==> config.mk <==
export PLATFORM = sky130hd
export DESIGN_NAME = mem_port_arbiter
export DESIGN_NICKNAME = d
export VERILOG_FILES = /design/src/rtl/mem_pkg.sv /design/src/rtl/mem_port_arbiter.sv
export SDC_FILE = /design/constraint.sdc
export NUM_CORES = 1
export LEC_CHECK = 0
export BUFFER_PORTS_ARGS = -buffer_cell sky130_fd_sc_hd__buf_2
export CAP_MARGIN = 0
export CELL_PAD_IN_SITES_DETAIL_PLACEMENT = 1
export CELL_PAD_IN_SITES_GLOBAL_PLACEMENT = 2
export CORE_MARGIN = 8
export CORE_UTILIZATION = 10
export DETAILED_ROUTE_END_ITERATION = 6
export HOLD_SLACK_MARGIN = 0.08
export PLACE_DENSITY_LB_ADDON = 0.15
export RECOVER_POWER = 50
export SYNTH_ARGS = -nofsm -noshare
export SYNTH_HDL_FRONTEND = slang
export SYNTH_SLANG_ARGS = --single-unit
==> constraint.sdc <==
create_clock -name clk -period 1.3 [get_ports clk]
set_clock_uncertainty 0.1 [all_clocks]
set_input_delay 0.195 -clock clk [delete_from_list [all_inputs] [get_ports clk]]
set_output_delay 0.195 -clock clk [all_outputs]
set_load 0.02 [all_outputs]
==> src/rtl/mem_pkg.sv <==
// mem_pkg - shared types and constants for the data-memory port arbiter.
//   mem_owner_t : who owns the read-data/ack returning in the current cycle.
//   F3_*        : RISC-V load/store funct3 encodings understood by the memory.
//   owner_for_grant : maps the grant of a cycle to the owner of the next one.
package mem_pkg;

    typedef enum logic [1:0] {
        NONE  = 2'd0,
        IF    = 2'd1,
        LS_RD = 2'd2,
        LS_WR = 2'd3
    } mem_owner_t;

    localparam logic [2:0] F3_B  = 3'd0;
    localparam logic [2:0] F3_H  = 3'd1;
    localparam logic [2:0] F3_W  = 3'd2;
    localparam logic [2:0] F3_BU = 3'd4;
    localparam logic [2:0] F3_HU = 3'd5;

    // Owner that the response slot belongs to, given this cycle's grant.
    function automatic mem_owner_t owner_for_grant(input logic grant_if,
                                                   input logic grant_ls,
                                                   input logic ls_write);
        mem_owner_t owner;
        if (grant_if) begin
            owner = IF;
        end else if (grant_ls) begin
            owner = ls_write ? LS_WR : LS_RD;
        end else begin
            owner = NONE;
        end
        return owner;
    endfunction

endpackage

==> src/rtl/mem_port_arbiter.sv <==
// mem_port_arbiter - shares the single-port data memory between instruction
// fetch and load/store. One request is granted per cycle (LSU priority with a
// starvation guard for fetch), the request is driven straight onto the memory
// inputs, and the one-cycle-latency read data is routed back to its owner.
//
// Ports:
//   clk, reset                       clock, synchronous active-high reset
//   if_req_valid/if_req_ready        fetch request handshake
//   if_addr                          fetch address (always a word read)
//   if_resp_valid/if_resp_data       fetch response (no backpressure)
//   ls_req_valid/ls_req_ready        load/store request handshake
//   ls_addr/ls_wdata/ls_funct3/ls_write   load/store request fields
//   ls_resp_valid/ls_resp_data       load data or store ack (data 0)
//   mem_addr/mem_value/mem_funct3/mem_read/mem_write   to memory
//   mem_data                         from memory, valid cycle after mem_read
module mem_port_arbiter
    import mem_pkg::*;
#(
    parameter int STARVE_LIMIT = 4
) (
    input  logic        clk,
    input  logic        reset,
    input  logic        if_req_valid,
    output logic        if_req_ready,
    input  logic [31:0] if_addr,
    output logic        if_resp_valid,
    output logic [31:0] if_resp_data,
    input  logic        ls_req_valid,
    output logic        ls_req_ready,
    input  logic [31:0] ls_addr,
    input  logic [31:0] ls_wdata,
    input  logic [2:0]  ls_funct3,
    input  logic        ls_write,
    output logic        ls_resp_valid,
    output logic [31:0] ls_resp_data,
    output logic [31:0] mem_addr,
    output logic [31:0] mem_value,
    output logic [2:0]  mem_funct3,
    output logic        mem_read,
    output logic        mem_write,
    input  logic [31:0] mem_data
);

    localparam int              CNT_W   = $clog2(STARVE_LIMIT + 1);
    localparam logic [CNT_W-1:0] CNT_MAX = CNT_W'(STARVE_LIMIT);

    logic             grant_if_s;
    logic             grant_ls_s;
    mem_owner_t       owner_r;
    mem_owner_t       owner_nxt_s;
    logic [CNT_W-1:0] starve_cnt_r;
    logic [CNT_W-1:0] starve_cnt_nxt_s;

    // Grant selection: LSU wins unless fetch has waited through STARVE_LIMIT LSU grants.
    always_comb begin
        grant_if_s = 1'b0;
        grant_ls_s = 1'b0;
        if (ls_req_valid && (!if_req_valid || (starve_cnt_r < CNT_MAX))) begin
            grant_ls_s = 1'b1;
        end else if (if_req_valid) begin
            grant_if_s = 1'b1;
        end else begin
            grant_if_s = 1'b0;
            grant_ls_s = 1'b0;
        end
    end

    assign if_req_ready = grant_if_s;
    assign ls_req_ready = grant_ls_s;

    // Memory request fields taken from whichever requester is granted.
    always_comb begin
        mem_addr   = 32'd0;
        mem_value  = 32'd0;
        mem_funct3 = 3'd0;
        mem_read   = 1'b0;
        mem_write  = 1'b0;
        if (grant_if_s) begin
            mem_addr   = if_addr;
            mem_funct3 = F3_W;
            mem_read   = 1'b1;
        end else if (grant_ls_s) begin
            mem_addr   = ls_addr;
            mem_value  = ls_wdata;
            mem_funct3 = ls_funct3;
            mem_read   = !ls_write;
            mem_write  = ls_write;
        end else begin
            mem_addr   = 32'd0;
        end
    end

    // Owner of next cycle's response slot follows this cycle's grant.
    always_comb begin
        owner_nxt_s = owner_for_grant(grant_if_s, grant_ls_s, ls_write);
    end

    // Owner state register; reset drops whatever was granted this cycle.
    always_ff @(posedge clk) begin
        if (reset) begin
            owner_r <= NONE;
        end else begin
            owner_r <= owner_nxt_s;
        end
    end

    // Starvation counter: counts LSU grants that overtook a waiting fetch, saturating.
    always_comb begin
        starve_cnt_nxt_s = starve_cnt_r;
        if (grant_if_s || !if_req_valid) begin
            starve_cnt_nxt_s = {CNT_W{1'b0}};
        end else if (grant_ls_s && (starve_cnt_r != CNT_MAX)) begin
            starve_cnt_nxt_s = starve_cnt_r + CNT_W'(1);
        end else begin
            starve_cnt_nxt_s = starve_cnt_r;
        end
    end

    // Starvation counter register.
    always_ff @(posedge clk) begin
        if (reset) begin
            starve_cnt_r <= {CNT_W{1'b0}};
        end else begin
            starve_cnt_r <= starve_cnt_nxt_s;
        end
    end

    // Response routing. Responses are suppressed while reset is high so a
    // request granted just before reset never surfaces.
    always_comb begin
        if_resp_valid = 1'b0;
        if_resp_data  = 32'd0;
        ls_resp_valid = 1'b0;
        ls_resp_data  = 32'd0;
        if (!reset) begin
            case (owner_r)
                IF: begin
                    if_resp_valid = 1'b1;
                    if_resp_data  = mem_data;
                end
                LS_RD: begin
                    ls_resp_valid = 1'b1;
                    ls_resp_data  = mem_data;
                end
                LS_WR: begin
                    ls_resp_valid = 1'b1;
                    ls_resp_data  = 32'd0;
                end
                default: begin
                    if_resp_valid = 1'b0;
                    ls_resp_valid = 1'b0;
                end
            endcase
        end else begin
            if_resp_valid = 1'b0;
            ls_resp_valid = 1'b0;
        end
    end

endmodule
==> results of run 1 <==
cell type report:
cell class                 count  area share, %
sequential                     5           2.48
inverter                       4          0.342
antenna                        1         0.0570
timing repair buffer         303           59.5
clock buffer                   4           1.80
multi-input combinational    148           30.8
tap                          176           5.02
per-layer routing:
layer  vias up  part of all wire (%)  wire, um  GRT usage, %
met1      1216                    35      4310          12.1
met3         8                    12      1510          6.17
li1       1199                     -         -             -
met4         2                  0.65        80          2.21
met5         -                  0.11        13             0
met2       187                    52      6360          23.2
placed cells by master (no fill, tap or decap):
cell,netlist,layout
buf_2,8,139
buf_6,5,136
and2_4,0,41
and2_2,0,38
a32o_2,0,31
and2_1,102,22
buf_4,0,13
clkbuf_16,0,6
buf_12,0,5
inv_1,4,4
buf_8,0,3
a22o_1,2,2
nor4bb_4,0,2
nor3b_4,0,2
a32o_1,33,2
ha_1,2,2
clkbuf_1,3,2
buf_16,0,2
dfxtp_4,0,2
dfxtp_1,5,2
diode_2,0,1
nand2b_4,0,1
a21boi_4,1,1
nor2b_4,0,1
and4bb_2,1,1
and2_0,0,1
nor2b_1,2,1
clkbuf_2,5,1
dfxtp_2,0,1
metrics by stage:
step / setup TNS [ns] / utilization (%) / hold WS, ns / total power [mW]
6_report: -39.75 / 33.1 / 0.149 / 2.10
5_1_grt: -47.78 / 33.1 / 0.160 / 2.22
4_1_cts: -42.33 / 31.4 / 0.156 / 2.04
3_5_place_dp: -15.90 / 23.3 / 0.396 / 1.20
3_3_place_gp: -11.33 / 23.3 / 0.391 / 1.20
2_1_floorplan: -0.175 / - / 0.221 / 0.707
cell families (layout without fill, tap and decap cells):
| kind of cell | after synthesis | in the layout | share of synthesized area (%) |
|---|---|---|---|
| AND/OR/NAND/NOR | 110 | 110 | 52.8 |
| AO/OA/AOI/OAI | 36 | 36 | 27.1 |
| buffers and inverters | 25 | 311 | 10.9 |
| flip-flops | 5 | 5 | 7.39 |
| adder cells (fa/ha/maj) | 2 | 2 | 1.85 |
| other | 0 | 1 | 0 |
worst paths after layout:
path / from / to / slack, ns
hold / removal: ls_write / owner_r[0] / 0.15
setup reg to reg: starve_cnt_r[2] / owner_r[0] / 0.05
hold reg to reg: starve_cnt_r[0] / starve_cnt_r[0] / 0.42
setup / recovery: starve_cnt_r[2] / mem_addr[17] / -0.33
critical path: stages, from the launching register on:
cell,delay [ns]
dfxtp_2,0.33
nand2b_4,0.19
clkbuf_16,0.19
a32o_2,0.27
buf_6,0.13
Yosys cell counts, drive strengths merged:
master	n	area, um2
buf	13	96.3
dfxtp	5	100
clkbuf	8	36.3
a22o	2	17.5
inv	4	15.0
nor3b	2	25.0
ha	2	25.0
a21boi	1	18.8
nor4bb	2	20.0
nand2b	1	6.26
nor2b	2	12.5
a32o	33	330
and2	102	638
and4bb	1	12.5
registers in the layout, indices dropped and copies added, names as in the netlist:
register and flops:
starve_cnt_r 3, owner_r 2
what timing repair did:
item | 4_1_cts | 5_1_grt
gates resized for setup | 264 | 74
gates cloned | 4 | 5
pin swaps | 3 | 11
setup endpoints to repair | 137 | 137
buffers inserted | 10 | 2
power by group through the flow:
| stage | Combinational, mW | Clock, mW | Sequential, mW |
|---|---|---|---|
| global route | 1.52 | 0.539 | 0.166 |
| global placement | 1.03 | 0 | 0.166 |
| CTS | 1.36 | 0.519 | 0.166 |
| floorplan | 0.542 | 0 | 0.166 |
| finish | 1.43 | 0.505 | 0.165 |
| detailed placement | 1.03 | 0 | 0.166 |
==> summary.txt, run 1 <==
Die
  • Top Ports: 273
  • Starting Density: 10.2%
  • DIE HEIGHT: 132 um
  • Die Wd: 132 um
  • Row cnt: 42
  • Die area: 17500 um2
  • Core Box Area: 13200 um2

Placement
  • Placer congestion estimate: 0.740
  • Post-place instance area: 3090 um2
  • Post-DP HPWL: 9540 um
  • Placed Cells: 621
  • Port bufs: 272
  • Setup WS pre-CTS: -0.173 ns

CTS
  • Depth of the CTS H-tree: 1
  • Clock buffer count from CTS: 3
  • Max clock buf depth: 2
  • Reg clk slew, reported paths: 0.03 ns
  • CTS root buffer: clkbuf_16
  • Worst-skew pair later-pin latency: 0.23 ns
  • CTS tree: yes
  • Hold_buf cts: 0
  • Clk sinks: 5

STA
  • Least-Margin Pin Slew: 0.295 ns
  • Slew headroom: 80.4%
  • Minimum clock period: 1.63 ns
  • Post-route clock period utilization: 126%
  • RSZ-0062 raised after global routing: yes
  • # setup viols final: 136
  • Final hold viol count: 0
  • Fin worst setup slack: -0.334 ns
  • Fin. max-slew vios: 0
  • F_max: 612 MHz

Power
  • Int Power: 1.35 mW
  • Seq pwr share: 7.9%
  • Combinational cell fraction of total power: 68.1%
  • Clock power share: 24.0%
  • Switching power share of the total: 35.5%
  • LEAKAGE: 2.35 nW
  • Max IR drop VDD: 292 uV
  • Power Density: 479 nW/um2
  • Sw power: 0.747 mW

Finish
  • Area occupied by multi-input gates: 1350 um2
  • Design area: 4390 um2
  • FF+latch area: 109 um2
  • Synth-to-layout area growth: 224%
  • Layout Cells excl Fill: 641
  • Layout cell share with drive strength beyond 1: 91.8%
  • Filler cell count: 1560
  • Nets: 603

Route
  • Vias per cell: 4.07
  • DR iter-0 viols: 43
  • Pre-antenna DRT Iters: 4
  • Routed WL per cell: 19.1 um
  • Final wirelength: 12300 um
  • Routed via count: 2612
  • Remaining DRCs: 0
  • Remaining antenna violation count: 0

Yosys
  • Flops & latches, synth: 5
  • Synth unique cells: 16
  • Mapped Cells: 178
  • Seq/Total Area, Yosys: 7.39%
  • Syn nets: 316
  • Synth Cell Area: 1350 um2
  • Synthesis Warnings: 0
  • Synth Area per Inst: 7.61 um2

Global route
  • GRT Total Usage: 12.4%
  • Initial antenna violation count: 2
  • Number of global-route vias before repair: 2992
  • Largest net degree at the start of global routing: 33
  • Total gr overflow: 0
  • First-pass GRT wire length: 17500 um

Worst setup path
  • WP data required: 1.00 ns
  • CP max FO: 11
  • Worst reg2reg path depth: 4
  • Crit Path Class: reg2out
  • Critical Path Sink Type: output port
  • Startpoint Class: register
  • WP data arrival: 1.34 ns

Outcome
  • Status: complete, but fails checks
  • Violated checks: setup timing

Flow run
  • Max-cap violations: 0

Min path
  • Cells on Worst Hold Path: 2
  • Hold Crit Class: in2reg
Note: power is estimated with default switching activity, not from simulation.
==> run 2, diff against run 1 <==
==> constraint.sdc (replaced) <==
create_clock -name clk -period 1.92 [get_ports clk]
set_clock_uncertainty 0.1 [all_clocks]
set_input_delay 0.288 -clock clk [delete_from_list [all_inputs] [get_ports clk]]
set_output_delay 0.288 -clock clk [all_outputs]
set_load 0.02 [all_outputs]
==> summary.txt, run 2 (synthesis gave the netlist of run 1 again) <==
Finish
  • Final Util: 22.3% (-11 points)
  • Design area: 2950 um2 (-33%)
  • Leading cell type in the layout, fill and taps excluded: buf_2
  • Synth-to-layout area growth: 118%
  • Antenna fix cells: 0 (-1)
  • Filler cell count: 1721 (+10%)
  • Nets: 580 (-3.8%)
  • Layout cell share with drive strength beyond 1: 56.9% (-35 points)
  • Max FFs per register: 3 (unchanged)
  • Biggest register: starve_cnt_r
  • Largest regs: starve_cnt_r: 3 flops, owner_r: 2 flops
  • Layout Cells excl Fill: 617 (-3.7%)
  • Commonest non-fill, non-tap cells in the layout: 210 x buf_2, 101 x and2_1, 37 x clkbuf_1

Power
  • Power, Total: 1.09 mW (-48%)
  • Max IR drop VDD: 188 uV (-36%)
  • Power Density: 371 nW/um2 (-22%)
  • LEAKAGE: 1.65 nW (-30%)

Worst setup path
  • Slowest cell delay on critical path: 0.34 ns (about the same)
  • Crit-path cells: a21boi_4 -> buf_12 -> and2_1 -> clkbuf_1
  • WP data arrival: 1.42 ns (+0.08 ns)
  • Critical Path Sink Type: output port
  • Cell at the slowest stage of the critical path: dfxtp_1
  • R2R setup slack: 0.72 ns (+0.67 ns)
  • Startpoint Class: register
  • Crit Path Class: reg2out
  • CP max FO: 55 (+44)
  • WP data required: 1.53 ns (+0.53 ns)

STA
  • F_max: 554 MHz
  • Fin. max-slew vios: 0 (unchanged)
  • # setup viols final: 0 (-100%)
  • Setup TNS: 0 ns (+39.75 ns)
  • Hold Slack: 0.242 ns (+0.0928 ns)
  • Minimum clock period: 1.80 ns
  • Slew headroom: 77.7% (-2.6 points)
  • Least-Margin Pin Slew: 0.334 ns (+0.0395 ns)
  • RSZ-0062 raised after global routing: no
  • Final hold viol count: 0 (unchanged)
  • Fin worst setup slack: 0.116 ns (+0.450 ns)
  • Post-route clock period utilization: 94.0%

Placement
  • Post-DP HPWL: 8810 um (-7.7%)
  • Port bufs: 272 (unchanged)
  • Placer congestion estimate: 0.723 (-2.3%)
  • Placed Cells: 613 (-1.3%)
  • Setup WS pre-CTS: 0.236 ns (+0.409 ns)
  • Post-place instance area: 2910 um2 (-5.7%)

CTS
  • Hold_buf cts: 0 (unchanged)
  • Clk sinks: 5 (unchanged)
  • Reg clk slew, reported paths: 0.03 ns (about the same)
  • Postcts setup bufs: 0 (-10)
  • CTS root buffer: clkbuf_16
  • # resized after CTS: 0 (-100%)
  • Depth of the CTS H-tree: 1 (unchanged)
  • CTS tree: yes
  • Max clock buf depth: 2 (unchanged)
  • Worst-skew pair later-pin latency: 0.23 ns (about the same)
  • Clock buffer count from CTS: 3 (unchanged)

Route
  • DR iter-0 viols: 37 (-14%)
  • Routed WL per cell: 16.2 um (-15%)
  • Final wirelength: 10000 um (-18%)
  • Remaining DRCs: 0 (unchanged)
  • Pre-antenna DRT Iters: 4 (unchanged)
  • Remaining antenna violation count: 0 (unchanged)
  • Routed via count: 2389 (-8.5%)
  • Vias per cell: 3.87 (-5.0%)

Flow run
  • Max-cap violations: 0 (unchanged)

Die
  • Top Ports: 273 (unchanged)
  • Die area: 17500 um2 (unchanged)
  • Starting Density: 10.2% (unchanged)
  • Die Wd: 132 um (unchanged)
  • DIE HEIGHT: 132 um (unchanged)
  • Core Box Area: 13200 um2 (unchanged)
  • Row cnt: 42 (unchanged)

Global route
  • First-pass GRT wire length: 15100 um (-14%)
  • Initial antenna violation count: 0 (-2)
  • Total gr overflow: 0 (unchanged)
  • Number of global-route vias before repair: 2712 (-9.4%)
  • Largest net degree at the start of global routing: 56 (+70%)
  • GRT Total Usage: 10.7% (-1.7 points)

Min path
  • Hold Crit Class: in2reg

Outcome
  • Status: finished clean
==> run 2: worst max-delay path: cells and delay by family, from the launching register on <==
kind                   cells  cell delay, ns
DFF                        1            0.34
buffers and inverters      2            0.49
AOI/OAI and AO/OA          1            0.18
and+or+nand+nor            1            0.15
==> run 2: worst paths after layout <==
path                        start               to  cells past startpoint
setup / recovery  starve_cnt_r[2]     mem_value[9]                      4
hold / removal           ls_write       owner_r[0]                      2
setup reg to reg  starve_cnt_r[2]       owner_r[0]                      3
hold reg to reg   starve_cnt_r[0]  starve_cnt_r[0]                      2
==> run 2: layout make-up <==
class                           instances  area, um2  area share [%]
Clock buffer                            4       78.8            2.68
Inverter                                4       15.0           0.510
Multi-Input combinational cell        148       1110            37.5
Sequential cell                         5        100            3.40
Tap cell                              176        220            7.47
Timing Repair Buffer                  280       1430            48.4
==> run 2: where the power goes <==
part | internal, mW | total (mW) | switching (mW) | leakage, nW
logic | 0.273 | 0.636 | 0.363 | 1.57
clock network | 0.275 | 0.346 | 0.0706 | 0.0382
registers | 0.108 | 0.112 | 0.00358 | 0.0410
total | 0.657 | 1.09 | 0.437 | 1.65
==> run 2: metal layers <==
metal | routed length (um) | vias up | share of wire, % | track usage [%]
li1 | - | 1149 | - | -
met1 | 3470 | 1069 | 35 | 9.70
met2 | 5080 | 167 | 51 | 20.3
met3 | 1390 | 4 | 14 | 5.83
met4 | 79 | 0 | 0.79 | 2.27
met5 | 0 | - | 0 | 0
